===== src/rtl/mips_pkg.sv =====
// Shared types and constants for the MIPS data-memory path.
package mips_pkg;

  typedef enum logic [1:0] {IDLE, ACCESS, WAIT, RESP} dmem_arb_state_t;
  typedef enum logic {OWN_CPU, OWN_DBG} dmem_owner_t;

  localparam int DMEM_ADDR_W = 5;

  // Bits needed to hold 0..max_val; never narrower than one bit.
  function automatic int cnt_width(input int max_val);
    return (max_val < 2) ? 1 : $clog2(max_val + 1);
  endfunction

endpackage


===== src/rtl/dmem_arbiter.sv =====
// Serializes CPU (MEM stage) and debug-port accesses onto one single-port data memory.
// CPU has priority; a starvation counter forces a debug grant after STARVE_MAX CPU wins.
module dmem_arbiter
  import mips_pkg::*;
#(
  parameter int ADDR_W     = DMEM_ADDR_W,
  parameter int DATA_W     = 32,
  parameter int MEM_LAT    = 1,
  parameter int STARVE_MAX = 4
) (
  input  logic              clk,
  input  logic              rst_n,
  input  logic [1:0]        cpu_m,
  input  logic [31:0]       cpu_addr,
  input  logic [DATA_W-1:0] cpu_wdata,
  output logic [DATA_W-1:0] cpu_rdata,
  output logic              cpu_done,
  output logic              cpu_stall,
  input  logic              dbg_req,
  input  logic              dbg_we,
  input  logic [ADDR_W-1:0] dbg_addr,
  input  logic [DATA_W-1:0] dbg_wdata,
  output logic [DATA_W-1:0] dbg_rdata,
  output logic              dbg_done,
  output logic              mem_en,
  output logic              mem_we,
  output logic [ADDR_W-1:0] mem_addr,
  output logic [DATA_W-1:0] mem_wdata,
  input  logic [DATA_W-1:0] mem_rdata
);

  localparam int SC_W = cnt_width(STARVE_MAX);
  localparam int LC_W = cnt_width(MEM_LAT);

  dmem_arb_state_t   r_state;
  dmem_owner_t       r_owner;
  logic              r_is_write;
  logic [SC_W-1:0]   r_starve_cnt;
  logic [LC_W-1:0]   r_lat_cnt;
  logic              r_mem_en;
  logic              r_mem_we;
  logic [ADDR_W-1:0] r_mem_addr;
  logic [DATA_W-1:0] r_mem_wdata;
  logic [DATA_W-1:0] r_cpu_rdata;
  logic              r_cpu_done;
  logic [DATA_W-1:0] r_dbg_rdata;
  logic              r_dbg_done;

  logic w_cpu_req;
  logic w_cpu_we;
  logic w_starved;
  logic w_grant_dbg;
  logic w_any_req;
  logic w_complete;
  logic w_unused_addr;

  assign w_cpu_req   = cpu_m[1] | cpu_m[0];
  assign w_cpu_we    = cpu_m[0];
  assign w_starved   = dbg_req & (r_starve_cnt == SC_W'(STARVE_MAX));
  assign w_grant_dbg = dbg_req & (~w_cpu_req | w_starved);
  assign w_any_req   = w_cpu_req | dbg_req;

  // Memory data is sampled on the MEM_LAT-th edge after the strobe cycle begins.
  assign w_complete  = ((r_state == ACCESS) && (MEM_LAT == 1)) ||
                       ((r_state == WAIT) && (r_lat_cnt == LC_W'(1)));

  assign w_unused_addr = ^cpu_addr[31:ADDR_W];

  always_ff @(posedge clk or negedge rst_n) begin
    if (!rst_n) begin
      r_state      <= IDLE;
      r_owner      <= OWN_CPU;
      r_is_write   <= 1'b0;
      r_starve_cnt <= '0;
      r_lat_cnt    <= '0;
      r_mem_en     <= 1'b0;
      r_mem_we     <= 1'b0;
      r_mem_addr   <= '0;
      r_mem_wdata  <= '0;
      r_cpu_rdata  <= '0;
      r_cpu_done   <= 1'b0;
      r_dbg_rdata  <= '0;
      r_dbg_done   <= 1'b0;
    end else begin
      r_cpu_done <= 1'b0;
      r_dbg_done <= 1'b0;

      case (r_state)
        IDLE: begin
          if (w_any_req) begin
            r_state     <= ACCESS;
            r_mem_en    <= 1'b1;
            r_owner     <= w_grant_dbg ? OWN_DBG : OWN_CPU;
            r_is_write  <= w_grant_dbg ? dbg_we : w_cpu_we;
            r_mem_we    <= w_grant_dbg ? dbg_we : w_cpu_we;
            r_mem_addr  <= w_grant_dbg ? dbg_addr : cpu_addr[ADDR_W-1:0];
            r_mem_wdata <= w_grant_dbg ? dbg_wdata : cpu_wdata;
          end
          if (w_grant_dbg || !dbg_req) begin
            r_starve_cnt <= '0;
          end else if (w_cpu_req && (r_starve_cnt != SC_W'(STARVE_MAX))) begin
            r_starve_cnt <= r_starve_cnt + 1'b1;
          end
        end
        ACCESS: begin
          r_mem_en  <= 1'b0;
          r_mem_we  <= 1'b0;
          r_lat_cnt <= LC_W'(MEM_LAT - 1);
          r_state   <= (MEM_LAT > 1) ? WAIT : RESP;
        end
        WAIT: begin
          r_lat_cnt <= r_lat_cnt - 1'b1;
          if (r_lat_cnt == LC_W'(1)) begin
            r_state <= RESP;
          end
        end
        RESP: begin
          r_state <= IDLE;
        end
        default: begin
          r_state <= IDLE;
        end
      endcase

      // Writes return zero so the requester never sees stale bus data.
      if (w_complete) begin
        if (r_owner == OWN_CPU) begin
          r_cpu_rdata <= r_is_write ? '0 : mem_rdata;
          r_cpu_done  <= 1'b1;
        end else begin
          r_dbg_rdata <= r_is_write ? '0 : mem_rdata;
          r_dbg_done  <= 1'b1;
        end
      end
    end
  end

  assign cpu_stall = w_cpu_req & ~r_cpu_done;
  assign cpu_rdata = r_cpu_rdata;
  assign cpu_done  = r_cpu_done;
  assign dbg_rdata = r_dbg_rdata;
  assign dbg_done  = r_dbg_done;
  assign mem_en    = r_mem_en;
  assign mem_we    = r_mem_we;
  assign mem_addr  = r_mem_addr;
  assign mem_wdata = r_mem_wdata;

endmodule


===== config.mk =====
export PLATFORM = sky130hd
export DESIGN_NAME = dmem_arbiter
export DESIGN_NICKNAME = d
export VERILOG_FILES = /design/src/rtl/mips_pkg.sv /design/src/rtl/dmem_arbiter.sv
export SDC_FILE = /design/constraint.sdc
export NUM_CORES = 1
export LEC_CHECK = 0
export BUFFER_PORTS_ARGS = -buffer_cell sky130_fd_sc_hd__buf_2
export CORE_UTILIZATION = 45
export DETAILED_ROUTE_END_ITERATION = 7
export GPL_TIMING_DRIVEN = 0
export PLACE_DENSITY_LB_ADDON = 0.3
export SYNTH_ARGS = -nofsm -noshare
export SYNTH_HDL_FRONTEND = slang
export SYNTH_SLANG_ARGS = --single-unit
export TNS_END_PERCENT = 10

===== constraint.sdc =====
create_clock -name clk -period 4.1 [get_ports clk]
set_input_delay 0.41 -clock clk [delete_from_list [all_inputs] [get_ports clk]]
set_output_delay 0.41 -clock clk [all_outputs]
set_load 0.03 [all_outputs]

==> results by group <==
STA
  • Clock Skew: between 0.007 and 0.008 ns
  • Worst setup margin: about 2.2 ns
  • Fin. Hold Viols: 0
  • Unrepaired setup endpoints after global routing: no
  • Min cycle time layout: about 1.9 ns
  • FMAX: between 0.5 and 0.6 GHz
  • Final Cycle Share: a little under half
  • # setup viols final: 0
  • Worst-Margin Slew: around 0.55 ns
  • Relative slew slack: between 60% and 70%
  • Post-route setup TNS: 0 ns
  • Max Slew Vio Count: 0

Clocking
  • Skew-Pair Late Insertion Delay: about 0.51 ns
  • H-tree Lvls: 4
  • Post-CTS Setup Repair Bufs: 0
  • Clk buf depth: 2
  • Root buf cell: clkbuf_8
  • Clock tree sinks: around 110
  • Reg clk slew, reported paths: around 0.050 ns
  • CTS tree: yes
  • Inserted Clock Buffers: 17

Setup path
  • R2r endpoint: dbg_rdata[4]
  • Crit path capture: dbg_rdata[4]
  • R2r setup slk: between 2 and 2.5 ns
  • Reg2Reg Depth: 7
  • WS Path Type: reg -> reg
  • CP Launch Point: r_state[0]
  • CP arrival: 2.29 ns
  • CP endpoint kind: register
  • Worst EP required: 4.49 ns
  • Worst-path maximum fanout: 10
  • Setup crit start kind: register
  • Reg-to-Reg Start: r_state[0]

Final layout
  • Nets: ~830
  • Share of cells above drive strength 1: roughly half
  • Diodes inserted: 0
  • Layout area overhead: 37.3%

Floorplan
  • Core area: 0.0109 mm²
  • Number of I/O pins: ~250
  • Row cnt: 38
  • Die height: approximately 110 µm
  • Initial core utilization: a little under half
  • Die X: between 100 and 150 µm
  • Total Die Area: 0.0117 mm²

Yosys
  • Yosys cell types: 31
  • Post-synthesis sequential area ratio: 55.8%
  • Share of the synthesized area in the top cell type: roughly 56%
  • Largest cells by area after synthesis: dfrtp_1, mux2_2, a31oi_1
  • Syn_nets: slightly below 600
  • Synth Register Bits: between 100 and 150
  • Cells after synthesis: 445
  • Mapped Area: a little over 0.005 mm²
  • Cell taking the most area after synthesis: dfrtp_1
  • Syn_area_per_cell: 11.4 µm²
  • Synth Warn #: 0

Placed design
  • PortBufs: around 220
  • Final Wtd Congestion: 0.850
  • Dpl hpwl: about 10000 µm
  • Post-placement setup slack: ~2.2 ns

Pwr
  • Leakage Power: about 3.5 nW
  • Pwr per Cell Area: 922 mW/mm²
  • Total power: 6.41 mW
  • Max VDD drop: about 0.46 mV

Detailed routing
  • Starting DRT DRC Count: between 200 and 250
  • Routed WL per cell: between 15 and 20 µm
  • Total number of vias: 4431
  • Pre-antenna DRT Iters: 4
  • Post-DRT Antenna Nets: 0
  • Remaining DRCs: 0
  • Total Routed Length: 14000 µm
  • Vias per cell: between 5 and 6

Hold path
  • Worst hold path depth: 3
  • Worst Hold Class: in -> reg

Run status
  • Status: completed

Global route
  • Vias in the first global route: approximately 4500
  • Grt total ovfl: 0
  • Antenna violations before repair: 0
  • Largest net degree at the start of global routing: 75
  • Total GRT Usage: 25.0%
  • Global-route wire length before repair: roughly 22000 µm

Flow run
  • Number of max-cap violations: 0
==> layout make-up <==
class | instances | area (µm²)
well taps | 140 | 175
inverters | 9 | 33.8
plain buffers | 35 | 183
multi-input cells | 288 | 2020
clock inverters | 11 | 163
fillers | 906 | 3940
flip-flops and latches | 113 | 2830
clock buffers | 20 | 435
repair buffers | 217 | 1120
==> what timing repair did <==
action	CTS	global route
hold buffers	1	0
gates resized for setup	0	0
endpoints found under the hold margin	39	0
==> state kept, by name, summed over array words and instances (netlist names) <==
register / cells
cpu_done: 1
cpu_rdata: 32
dbg_done: 1
dbg_rdata: 32
mem_addr: 5
mem_en: 1
mem_wdata: 32
mem_we: 1
r_is_write: 1
r_lat_cnt: 1
r_owner: 1
r_starve_cnt: 3
r_state: 2
==> cells in the final DEF, fill, tap and decap left out, types with 2 or more instances in the layout <==
master	n
a21oi_1	38
a31oi_1	38
buf_2	228
buf_4	8
bufinv_16	4
clkbuf_1	15
clkbuf_16	16
clkbuf_8	2
clkinv_2	5
clkinv_4	2
dfrtp_1	113
ha_1	7
inv_1	9
mux2_2	66
mux2i_1	2
nand2_1	7
nand2b_1	2
nor2_1	40
nor2b_1	34
o21ai_0	35
o21ai_1	5
==> critical path, cell delays in order, from the launching register on <==
cell      delay, ns
dfrtp_1        0.38
inv_1          0.11
ha_1           0.22
a21oi_1        0.20
nand2b_1       0.13
buf_2          0.17
buf_4          0.23
mux2_2         0.36
==> Yosys cell counts <==
master     instances
clkbuf_1          13
a221o_1            1
o211ai_1           1
nor2_1            40
o2bb2ai_1          1
buf_6              1
nor2b_1           34
a21bo_2            1
ha_1               7
a2bb2oi_4          1
o21ai_1            5
o32ai_1            1
o21ai_0           35
mux2_2            66
nand2_1            7
inv_1              9
a31oi_1           38
dfrtp_1          113
o22ai_1            1
nand3b_1           1
buf_2             14
nor4b_1            1
mux2i_1            2
nor2_2             1
a32o_1             1
o31ai_2            1
o31a_1             1
nand2b_1           2
a21oi_1           38
buf_4              7
nor3b_1            1
==> worst min path at each step <==
| stage | start | end | slack (ns) |
|---|---|---|---|
| after floorplan | rst_n | cpu_done | 0.11 |
| after global placement | mem_en | mem_en | 0.48 |
| after detailed placement | rst_n | mem_wdata[21] | 0.44 |
| after CTS | cpu_wdata[2] | mem_wdata[2] | 0.13 |
| after global routing | cpu_wdata[19] | mem_wdata[19] | 0.15 |
| final | cpu_wdata[2] | mem_wdata[2] | 0.15 |
==> through the flow <==
| step | hold slack [ns] | utilization (%) | instance area [µm²] | std cells |
|---|---|---|---|---|
| floorplan | 0.114 | - | 5060 | 445 |
| global placement | 0.477 | 58.0 | 6310 | 800 |
| detailed placement | 0.435 | 58.3 | 6340 | 801 |
| CTS | 0.134 | 63.9 | 6950 | 833 |
| global route | 0.151 | 63.9 | 6950 | 833 |
| finish | 0.152 | 63.9 | 6950 | 833 |
==> power by group <==
group	switching [mW]	leakage (nW)	internal, mW
combinational	1.96	1.79	1.05
sequential	0.278	1.37	1.64
clock	0.486	0.298	0.994
total	2.72	3.46	3.69
==> logic make-up (layout without fill, tap and decap cells) <==
logic type / Yosys count / after routing / share of synthesized area, %
simple gates: 87 / 87 / 8.52
mux: 68 / 68 / 15.1
buf+inv: 44 / 292 / 4.27
flops: 113 / 113 / 55.8
compound gates: 126 / 126 / 14.6
fa+ha+maj: 7 / 7 / 1.73
==> routing by layer <==
metal	global-route usage, %	share of wire, %	vias to the layer above
met5	0	0	-
met4	12.4	2.9	0
li1	-	-	2048
met2	42.9	50	182
met3	5.49	6.9	29
met1	29.7	40	2172
Power figures use the tool's default switching activity.
